===== src/rtl/entrada_bcd_pkg.sv =====
// Shared types and constants for the two-digit BCD entry block.
package entrada_bcd_pkg;

   // Operator prompt states; the code 11 is never entered.
   typedef enum logic [1:0] {
      ESPERA_DEZ = 2'b00,
      ESPERA_UNI = 2'b01,
      PRONTO     = 2'b10
   } estado_t;

   localparam int DIG_MAX = 9;
   localparam int VAL_W   = 7;

   // tens*10 + units using shifts; 9*10+9 = 99 fits in VAL_W bits.
   function automatic logic [VAL_W-1:0] bcd_valor(input logic [3:0] dez,
                                                  input logic [3:0] uni);
      logic [VAL_W-1:0] d;
      d = VAL_W'(dez);
      return (d << 3) + (d << 1) + VAL_W'(uni);
   endfunction

endpackage


===== src/rtl/entrada_bcd_sinc_botao.sv =====
// Button synchroniser and rising-edge detector producing a one-cycle press.
module sinc_botao #(
   parameter int SYNC_STAGES = 2
) (
   input  logic clk,
   input  logic rst_n,
   input  logic btn,
   output logic press
);

   logic [SYNC_STAGES-1:0] sync;
   logic                   edge_q;

   // Chain and edge register preset to 1 so a button held through reset is not a press.
   always_ff @(posedge clk or negedge rst_n) begin
      if (!rst_n) begin
         sync   <= '1;
         edge_q <= 1'b1;
      end else begin
         sync   <= {sync[SYNC_STAGES-2:0], btn};
         edge_q <= sync[SYNC_STAGES-1];
      end
   end

   assign press = sync[SYNC_STAGES-1] & ~edge_q;

endmodule


===== src/rtl/entrada_bcd.sv =====
// Two-digit BCD entry: validates digits, assembles tens*10+units, hands off via valido/aceito.
module entrada_bcd
   import entrada_bcd_pkg::*;
#(
   parameter int SYNC_STAGES = 2
) (
   input  logic             clk,
   input  logic             rst_n,
   input  logic [3:0]       sw,
   input  logic             btn,
   input  logic             clr,
   input  logic             aceito,
   output logic [VAL_W-1:0] valor,
   output logic             valido,
   output logic             erro,
   output logic [1:0]       estado
);

   estado_t    state;
   estado_t    next_state;
   logic       press;
   logic       dig_ok;
   logic [3:0] tens;
   logic       load_dez;
   logic       load_val;
   logic       set_erro;
   logic       accept;

   sinc_botao #(.SYNC_STAGES(SYNC_STAGES)) u_sinc (
      .clk   (clk),
      .rst_n (rst_n),
      .btn   (btn),
      .press (press)
   );

   assign dig_ok = (sw <= 4'(DIG_MAX));

   // State register.
   always_ff @(posedge clk or negedge rst_n) begin
      if (!rst_n) state <= ESPERA_DEZ;
      else        state <= next_state;
   end

   // Next-state and datapath strobes; clr overrides any press or accept.
   always_comb begin
      next_state = state;
      load_dez   = 1'b0;
      load_val   = 1'b0;
      set_erro   = 1'b0;
      accept     = 1'b0;
      if (clr) begin
         next_state = ESPERA_DEZ;
      end else begin
         case (state)
            ESPERA_DEZ: begin
               if (press) begin
                  if (dig_ok) begin
                     load_dez   = 1'b1;
                     next_state = ESPERA_UNI;
                  end else begin
                     set_erro = 1'b1;
                  end
               end
            end
            ESPERA_UNI: begin
               if (press) begin
                  if (dig_ok) begin
                     load_val   = 1'b1;
                     next_state = PRONTO;
                  end else begin
                     set_erro = 1'b1;
                  end
               end
            end
            PRONTO: begin
               // Presses here are dropped, including one coinciding with the accept edge.
               if (valido && aceito) begin
                  accept     = 1'b1;
                  next_state = ESPERA_DEZ;
               end
            end
            default: next_state = ESPERA_DEZ;
         endcase
      end
   end

   // Tens digit and registered outputs; valor keeps its value across an accept.
   always_ff @(posedge clk or negedge rst_n) begin
      if (!rst_n) begin
         tens   <= '0;
         valor  <= '0;
         valido <= 1'b0;
         erro   <= 1'b0;
      end else if (clr) begin
         tens   <= '0;
         valor  <= '0;
         valido <= 1'b0;
         erro   <= 1'b0;
      end else begin
         if (load_dez) begin
            tens <= sw;
            erro <= 1'b0;
         end
         if (load_val) begin
            valor  <= bcd_valor(tens, sw);
            valido <= 1'b1;
            erro   <= 1'b0;
         end
         if (set_erro) erro <= 1'b1;
         if (accept) valido <= 1'b0;
      end
   end

   // Operator prompt is the raw state code.
   always_comb begin
      estado = state;
   end

endmodule


===== config.mk =====
export PLATFORM = sky130hd
export DESIGN_NAME = entrada_bcd
export DESIGN_NICKNAME = d
export VERILOG_FILES = /design/src/rtl/entrada_bcd_pkg.sv /design/src/rtl/entrada_bcd_sinc_botao.sv /design/src/rtl/entrada_bcd.sv
export SDC_FILE = /design/constraint.sdc
export NUM_CORES = 1
export LEC_CHECK = 0
export CAP_MARGIN = 20
export CELL_PAD_IN_SITES_DETAIL_PLACEMENT = 1
export CELL_PAD_IN_SITES_GLOBAL_PLACEMENT = 1
export CORE_MARGIN = 4
export CORE_UTILIZATION = 41
export CTS_CLUSTER_SIZE = 25
export DETAILED_ROUTE_END_ITERATION = 10
export PLACE_DENSITY_LB_ADDON = 0.3
export RECOVER_POWER = 25
export SYNTH_ARGS = -nofsm -noshare
export SYNTH_HDL_FRONTEND = slang
export SYNTH_SLANG_ARGS = --single-unit

===== constraint.sdc =====
create_clock -name clk -period 3.3 [get_ports clk]
set_input_delay 0.495 -clock clk [delete_from_list [all_inputs] [get_ports clk]]
set_output_delay 0.495 -clock clk [all_outputs]
set_load 0.02 [all_outputs]

# == Yosys cells after proc, flatten, opt, wreduce, memory -nomap -nowiden ==
# Cells that the tools add are included.
# word_totals
register_bits,18
in_bits,9
wordCells,58
# op_classes
n_reduce_logical,8
add_sub_neg,2
eq_ne,7
n_lt_le_gt_ge,1
bitwise,2
n_mux,31
# ops
op,n
$mux 1,20
$ne 3x3->1 const B,5
$mux 7,2
$mux 2,6
$mux 4,2
$add 7x4->7,1
$add 7x5->7,1
$pmux 2 s3,1
$reduce_and 5->1,1
$le 4x4->1 const B,1
$reduce_bool 2->1,2
$reduce_bool 4->1,1
$reduce_bool 3->1,1
$eq 2x1->1 const B,1
$eq 2x2->1 const B,1
$logic_not 2->1,1
$reduce_or 2->1,1
$and 1x1->1,1
$logic_and 1x1->1,1
$not 1->1,1

# == Logic depth before layout (Yosys ltp) ==
# Gate-level depths: netlist (run 1).
# logic_depth
word_depth,9
mapped_depth,8

# == Hierarchy ==
# Synthesis (run 1) repeated with hierarchy kept, for this count alone.
# hier_totals
hier_cells,84
hier_area_um2,932.1
# modules_own_cells
module,seq_area_each_um2,n_inst,cells_per_inst,area_per_inst_um2
entrada_bcd,375.4,1,80,839.6
sinc_botao,78.8,1,4,92.6

# == Worst setup path before layout (run 1) ==
# No wires, ideal clock.
# synth_timing
kind,input -> register
from,in sw[3]
to,reg valor[6]
setup_ns,0.130
t_arrival_ns,2.108
cell_stages,8
setup_slack_ns,1.062
path_buffers,0
t_required_ns,3.170
path_cell_list,inv_1 > fa_1 > inv_1 > fa_1 > a21o_1 > a21oi_1 > xor2_1 > o31ai_1
# synth_between
elab_chain_cells,6
word_cells_on_any_way,9
cone_classes,1 x add/sub; 1 x order compare; 6 x mux; 1 x reduce/logical
# synth_rtl
element,line_no,source
start: declaration,entrada_bcd.sv:9,"input logic [3:0] sw,"
$le 4x4->1,entrada_bcd.sv:36,assign dig_ok = (sw <= 4'(DIG_MAX));
$mux 1,entrada_bcd.sv:67,if (dig_ok) begin
$mux 1,--,
$mux 1,entrada_bcd.sv:54,case (state)
$mux 1,entrada_bcd.sv:51,if (clr) begin
$reduce_bool 2->1 (no source line),--,
end signal: assignment,entrada_bcd.sv:105,"valor <= bcd_valor(tens, sw);"
end: declaration,entrada_bcd.sv:13,"output logic [VAL_W-1:0] valor,"
# Parallel ways exist; a longest one is shown, timed or not. The select of a mux whose other input is x is not followed.
# A chain may end at the register's enable or synchronous reset.

# == Worst setup path in the final report (run 1) ==
# Same ends and word-level chain as after synthesis.

==> flow_results.org, run 1 <==
** STA
- Post-route minimum period :: 2.59 ns
- Static timing analysis puts the maximum clock frequency at 387 MHz.
- Clock skew on the completed layout was measured at 0.00769 ns.
- Slew headroom :: 0.448
- Setup Total Neg Slack :: 0 ns
- Setup repair after global routing left no endpoint under its margin.
- The final max-slew violation count came to 0.
- Number of hold violations in the final report :: 0
- Slew of the pin with the lowest slew margin :: 0.826 ns
- Final critical-path share of the clock period :: 0.784
- Finish-stage setup viols :: 0

** Critical path
- Along the worst path, the maximum fanout reaches 3.
- Stage delay of the slowest cell on the critical path :: 0.53 ns
- STA classifies the critical path endpoint as a flop.
- For this design, the slowest cell found on the critical path is sky130_fd_sc_hd__fa_1.
- Walking the worst path, the cells encountered are clkdlybuf4s50_1, inv_1, fa_1, inv_1, fa_1, a21o_1, a21oi_1, xor2_1, o31ai_1.
- Worst setup SP type :: primary input
- The critical path contains buffers and inverters numbering 3 combined.
- Data arrival time of the worst path :: 2.76 ns
- Critical path type :: primary input to flop
- Top delay family on crit path :: adder cells
- For the worst setup path, the data required time is 3.47 ns.

** Yosys
- In the post-synthesis netlist, the biggest area contributors are sky130_fd_sc_hd__dfrtp_1, sky130_fd_sc_hd__mux2i_1, sky130_fd_sc_hd__ha_1.
- Yosys warns :: 0
- Net count of the mapped netlist :: 101
- Most used standard cell by instance count after synthesis :: sky130_fd_sc_hd__dfrtp_1
- Synth top cells by count :: sky130_fd_sc_hd__dfrtp_1, sky130_fd_sc_hd__nor2_1, sky130_fd_sc_hd__mux2i_1
- Cells after Synth :: 83
- For this run, the register share of the synthesized area comes to 0.482.
- Number of register bits inferred by synthesis :: 18
- Post-Synthesis Cell Area :: 942 sq um
- In this run the mean area of a mapped cell was 11.4 sq um.
- Number of different library cells in the post-synthesis netlist :: 23
- After synthesis, the share of flip-flops with an asynchronous set or reset is 1.00.
- The synthesized design spends more area on one cell type than any other, namely sky130_fd_sc_hd__dfrtp_1.
- Number of synthesized flops with an enable pin :: 0
- Of the post-synthesis cell area, the dominant cell type holds 0.398.
- In the synthesized netlist the dominant register cell turns out to be sky130_fd_sc_hd__dfrtp_1.

** Clocking
- In this run the deepest clock path goes through 2 buffers.
- Cell at the root of the clock tree :: sky130_fd_sc_hd__clkbuf_4
- In this run the number of H-tree levels came out at 1.
- Worst-skew pair later-pin latency :: 0.30 ns
- Count of cells resized by post-cts repair :: 0
- CTS Hold Bufs :: 0
- Clock transition at path regs :: 0.12 ns
- TritonCTS built the clock tree.
- Total number of clock tree sinks :: 18
- Counting the buffers created by CTS gives 3.
- In this run the post-CTS setup repair buffer count came out at 0.

** GRT
- The initial antenna violation count came to 0.
- Global-route wire length before repair :: 3.55 mm
- The number of global-route vias before repair is 730.
- Entering global routing, the biggest net connects 19 pins.
- Total global-route track usage :: 0.144
- For this run the aggregate overflow at the end of global routing stands at 0.

** Job
- Max-cap violations in this run came to 0.

** Drt
- In this run the remaining antenna-violating nets after routing total 0.
- The first TritonRoute pass finished after 4 iterations.
- Dividing the detail-routed wire length by the instance count gives 15.2 microns.
- For this block, the initial DRC count from the detailed router was 2.
- After detailed routing, the number of remaining DRC violations is 0.
- Detailed routing inserted a total of 669 vias.
- Detail-routed via count per cell :: 5.11
- Overall routed net length :: 2.00 mm

** Floorplan
- The floorplan step defined a die boundary enclosing 3130 sq um.
- The floorplan has 17 rows.
- Height of the chip :: 55.9 microns
- The total area inside the core boundary comes to 2190 sq um.
- IO Pins :: 20
- Starting utilization of the core area :: 0.430
- Chip Width :: 55.9 microns

** Place
- The congestion estimate from routability-driven global placement came to 0.850.
- Detailed placement finished with a half-perimeter wire length of 1.51 mm.
- Number of input and output port buffers inserted :: 19

** Layout
- Layout cells sized above 1 :: 0.0777
- Core utilization of the finished layout :: 0.543
- The net count of the finished layout is 122.
- Area overhead of the layout relative to synthesis :: 26.2%
- Number of diodes added for antenna fixing :: 0

** Power
- Net switching power :: 113 uW
- Cell Pwr Density :: 369 nW/um^2
- Comb pwr share :: 0.142
- Internal power consumption :: 325 uW
- Leak Pwr :: 0.000578 uW
- The share of total power dissipated in the clock network is 0.322.
- Proportion of power drawn by flip-flops and latches :: 0.536
- Of the total power, the share spent switching nets is 0.258.
- IR Drop Worst-Case VDD :: 0.222 mV

** Outcome
- Run status :: completed

** Min path
- The min-delay analysis places its worst path in the category flop to flop.
[layout by cell type (no fill, tap or decap), drive strengths merged]
cell,netlist,layout
xor2,3,3
or3b,1,1
nor3,2,2
o21a,1,1
o31ai,2,2
clkbuf,1,4
dlygate4sd3,0,2
inv,5,5
a21oi,5,5
a21o,2,2
xnor2,1,1
nand3b,4,4
dfstp,3,3
nor3b,2,2
nand2,5,5
fa,2,2
ha,7,7
dfrtp,15,15
o21ai,1,1
clkdlybuf4s50,0,17
nor2,10,10
mux2i,9,9
[metal layers]
metal / global-route usage / share of wire
met1: 0.178 / 0.42
met5: 0 / 0
met4: 0.0305 / 0
met3: 0.0348 / 0.047
met2: 0.255 / 0.53
[through the flow]
stage / area, sq um / hold slack [ns] / cells / total power, uW / worst slack (ns)
final: 1190 / 0.368 / 131 / 438 / 0.713
after global routing: 1190 / 0.378 / 131 / 463 / 0.570
after CTS: 1190 / 0.364 / 131 / 446 / 0.715
after detailed placement: 1150 / 0.348 / 127 / 303 / 0.380
after global placement: 1150 / 0.346 / 127 / 300 / 0.478
after floorplan: 942 / 0.199 / 83 / 274 / 1.06
[final cells by class]
cell class                 count  area [sq um]
fill                         244          1000
sequential                    18           454
multi-input combinational     57           454
timing repair buffer          19           190
clock buffer                   4          36.3
tap                           28          35.0
inverter                       5          18.8
[cell families after synthesis]
group / share of synthesized area
and+or+nand+nor: 0.142
muxes: 0.0956
AOI/OAI and AO/OA: 0.0717
adders and majority gates: 0.135
xor gates and xnor gates: 0.0372
DFF: 0.482
buffers and inverters: 0.0359
[sequential cells by signal (all words and copies together), names as in the netlist]
name,flops
erro,1
estado,2
tens,4
u_sinc.edge_q,1
u_sinc.sync,2
valido,1
valor,7
[power by group through the flow]
stage	registers, uW	logic [uW]	clock network [uW]
final	235	62.0	141
after global routing	236	70.7	156
after CTS	235	64.1	146
after detailed placement	239	63.7	0
after global placement	239	61.4	0
after floorplan	241	32.7	0
[final timing paths]
| check | start | endpoint | slack, ns | cells past startpoint |
|---|---|---|---|---|
| worst min register to register | u_sinc.sync[0]$_DFF_PN1_ | u_sinc.sync[1]$_DFF_PN1_ | 0.37 | 0 |
| max in group asynchronous | rst_n | estado[1]$_DFFE_PN0P_ | 2.06 | 1 |
| min in group asynchronous | rst_n | valor[4]$_DFFE_PN0P_ | 0.72 | 1 |
| worst max-delay path | sw[3] | valor[6]$_DFFE_PN0P_ | 0.71 | 9 |
| worst max register to register | tens[0]$_DFFE_PN0P_ | valor[6]$_DFFE_PN0P_ | 1.06 | 8 |
| worst min-delay path | u_sinc.sync[0]$_DFF_PN1_ | u_sinc.sync[1]$_DFF_PN1_ | 0.37 | 0 |
No activity file was read; power rests on OpenSTA's default activity.
==> run 2, diff against run 1 <==
--- a/config.mk
+++ b/config.mk
@@ -9,7 +9,7 @@
 export CELL_PAD_IN_SITES_DETAIL_PLACEMENT = 1
 export CELL_PAD_IN_SITES_GLOBAL_PLACEMENT = 1
 export CORE_MARGIN = 4
-export CORE_UTILIZATION = 41
+export CORE_UTILIZATION = 34
 export CTS_CLUSTER_SIZE = 25
 export DETAILED_ROUTE_END_ITERATION = 10
 export PLACE_DENSITY_LB_ADDON = 0.3
==> constraint.sdc (replaced) <==
create_clock -name clk -period 2.07 [get_ports clk]
set_input_delay 0.3105 -clock clk [delete_from_list [all_inputs] [get_ports clk]]
set_output_delay 0.3105 -clock clk [all_outputs]
set_load 0.02 [all_outputs]
==> run 2 against run 1 <==
  * Worst hold slack worse by 0.0060 ns
  * Highest routed layer is now met4
  * Worst setup slack lost 0.63 ns
  * Flip-flop and latch count is the same
  * Global-route usage decreased by 0.94 points
  * Non-clock buffer count increased by 11
  * Routed wire length increased by 0.90%
  * Count of clock-buffer cells in the layout is the same
  * Combinational power increased by 85%
  * Sequential power rose by 59%
  * Die area rose by 18%
  * Cell count is 9.9% higher
  * Critical path type unchanged
==> flow_results.org, run 2 (synthesis gave the netlist of run 1 again) <==
** Critical path
- Counting cells, the worst reg-to-reg path comes to 8.
- STA classifies the critical path endpoint as a flop.
- At the worst endpoint, the required time is 2.28 ns.
- Data arrives at the worst endpoint at 2.20 ns.
- The critical path in this run is classified as primary input to flop.
- STA classifies the critical path startpoint as a primary input.
- Register-to-register setup slack :: 0.09 ns
- Along the worst path, the maximum fanout reaches 2.

** Power
- Internal power consumption :: 530 uW
- Share of total power consumed by net switching :: 0.254
- The share of total power dissipated in sequential elements is 0.527.
- Of the total power, combinational logic draws 0.162.
- Net switching power :: 181 uW
- IR Drop Worst-Case VDD :: 0.383 mV
- Leak Pwr :: 0.000625 uW
- Power spread over the standard cell area amounts to 555 nW/um^2.
- Of the total power, the clock network draws 0.311.
- The design draws 711 uW.

** Layout
- The largest registers in the layout are valor: 7 flops, tens: 4 flops.
- Summing all multi-input logic gate instances after layout gives 467 sq um.
- Largest register by flop count :: valor
- The register with the most flip-flops in the layout has 7 of them.
- Fill cell total of the finished layout :: 293
- Of the cells placed in the final design, the portion with a size suffix greater than 1 is 0.219.
- With fillers left out, the area of the finished cells amounts to 1280 sq um.
- Area overhead of the layout relative to synthesis :: 36.0%
- Most frequent cells in the layout :: sky130_fd_sc_hd__clkdlybuf4s50_1, sky130_fd_sc_hd__dfrtp_1, sky130_fd_sc_hd__nor2_1, sky130_fd_sc_hd__buf_4, sky130_fd_sc_hd__mux2i_1
- Core utilization of the finished layout :: 0.499
- For this run, the post-layout net count is 133.
- Reg area :: 454 sq um
- 0 antenna diodes ended up in the layout.
- The library cell used most frequently in the layout, excluding fill and tap cells, is sky130_fd_sc_hd__clkdlybuf4s50_1.
- Leaving out filler cells and counting taps, the final layout contains 144.

** STA
- The final max-slew violation count came to 0.
- Setup Skew :: 0.00605 ns
- The routed design could run at a clock period as short as 1.99 ns.
- Setup violations remaining at the end of the flow were counted as 0.
- For this run, the top clock speed supported by timing is 503 MHz.
- At the pin with the least slew margin, the transition time is 0.940 ns.
- Final critical-path share of the clock period :: 0.960
- Hold slack final :: 0.362 ns
- Number of hold violations in the final report :: 0
- RSZ-0062 raised after global routing :: true
- Slew headroom :: 0.373

** Clocking
- Clock-pin slew was measured on the worst setup and hold paths at 0.11 ns.
- Cell at the root of the clock tree :: sky130_fd_sc_hd__clkbuf_4
- TritonCTS built the clock tree.
- For this design, the CTS-stage hold fixing added 0 buffers.
- Total number of clock tree sinks :: 18
- In this run the deepest clock path goes through 2 buffers.
- Number of buffers created by CTS :: 3
- Worst-skew pair later-pin latency :: 0.30 ns
- H-tree depth :: 1

** GRT
- The first global-routing pass estimated 3.57 mm of wire.
- Total global-route track usage :: 0.135
- The number of global-route vias before repair is 780.
- The initial antenna violation count is 0.
- Grt ovf :: 0
- Pin count of the biggest net entering global routing :: 19

** Drt
- Number of iterations in the first detailed-routing pass :: 2
- Via count :: 725
- Antenna-violating nets left :: 0
- After detailed routing, the number of remaining DRC violations is 0.
- Summed over all layers, the routed wires come to 2.01 mm.
- After detailed routing, the number of vias per cell comes to 5.03.
- Routed wire per std cell :: 14.0 microns
- Iter 0 DRT Violations :: 1

** Floorplan
- Placeable core area :: 2570 sq um
- Chip Width :: 60.6 microns
- Height of the chip :: 60.6 microns
- IO Pins :: 20
- The floorplan has 18 rows.
- The initial utilization of the core area, before any placement, comes to 0.367.
- Area enclosed by the die boundary :: 3680 sq um

** Outcome
- The run finished with clean final reports.

** Job
- Max-cap violations in this run came to 0.

** Place
- Summed over all nets, the half-perimeter wirelength after detailed placement is 1.60 mm.
- Post-Place Cell Area :: 1240 sq um
- Number of input and output port buffers inserted :: 19
- Cell count after placement :: 140
- Gp weighted congestion :: 0.742

** Min path
- Worst hold stages :: 0
- Class of the most critical hold timing path :: flop to flop
run 2: stage by stage:
step	setup TNS, ns	setup slack (ns)
2_1_floorplan	0	0.0550
3_3_place_gp	-1.31	-0.454
3_5_place_dp	-1.49	-0.509
4_1_cts	0	0.0129
5_1_grt	-0.0586	-0.0313
6_report	0	0.0821
run 2: cell type report:
cell class,instances,area share
tap,30,0.0293
sequential,18,0.354
clock buffer,4,0.0283
inverter,5,0.0146
timing repair buffer,30,0.209
multi-input combinational,57,0.364
run 2: power groups by stage:
stage	combinational, uW	clock (uW)	sequential (uW)
after global placement	114	0	380
after detailed placement	118	0	381
final	115	221	374
after CTS	118	228	375
after floorplan	52.6	0	384
after global routing	131	242	377
run 2: worst paths after layout:
check	from	end
max in group asynchronous	rst_n	valor[2]$_DFFE_PN0P_
hold reg to reg	u_sinc.sync[0]$_DFF_PN1_	u_sinc.sync[1]$_DFF_PN1_
setup reg to reg	tens[0]$_DFFE_PN0P_	valor[6]$_DFFE_PN0P_
min in group asynchronous	rst_n	valor[3]$_DFFE_PN0P_
setup / recovery	sw[2]	valor[6]$_DFFE_PN0P_
hold / removal	u_sinc.sync[0]$_DFF_PN1_	u_sinc.sync[1]$_DFF_PN1_
run 2: what timing repair did:
| action | in CTS | in global routing |
|---|---|---|
| buffers inserted | 0 | 0 |
| pin swaps | 4 | 6 |
| resized for setup | 3 | 3 |
| endpoints found under the hold margin | 0 | 0 |
| endpoints found under the setup margin | 3 | 2 |
run 2: critical path, cell delays in order:
cell and delay [ns]:
sky130_fd_sc_hd__clkdlybuf4s50_1 0.48, sky130_fd_sc_hd__ha_1 0.24, sky130_fd_sc_hd__ha_2 0.22, sky130_fd_sc_hd__fa_2 0.39
sky130_fd_sc_hd__a21o_1 0.17, sky130_fd_sc_hd__a21oi_2 0.12, sky130_fd_sc_hd__xor2_1 0.07, sky130_fd_sc_hd__o31ai_1 0.20
run 2: layer usage:
metal,global-route usage,part of all wire,vias to the layer above
met5,0,0,-
met4,0.0557,0.018,0
met3,0.0404,0.054,4
met2,0.226,0.50,15
met1,0.161,0.43,361
li1,-,-,345
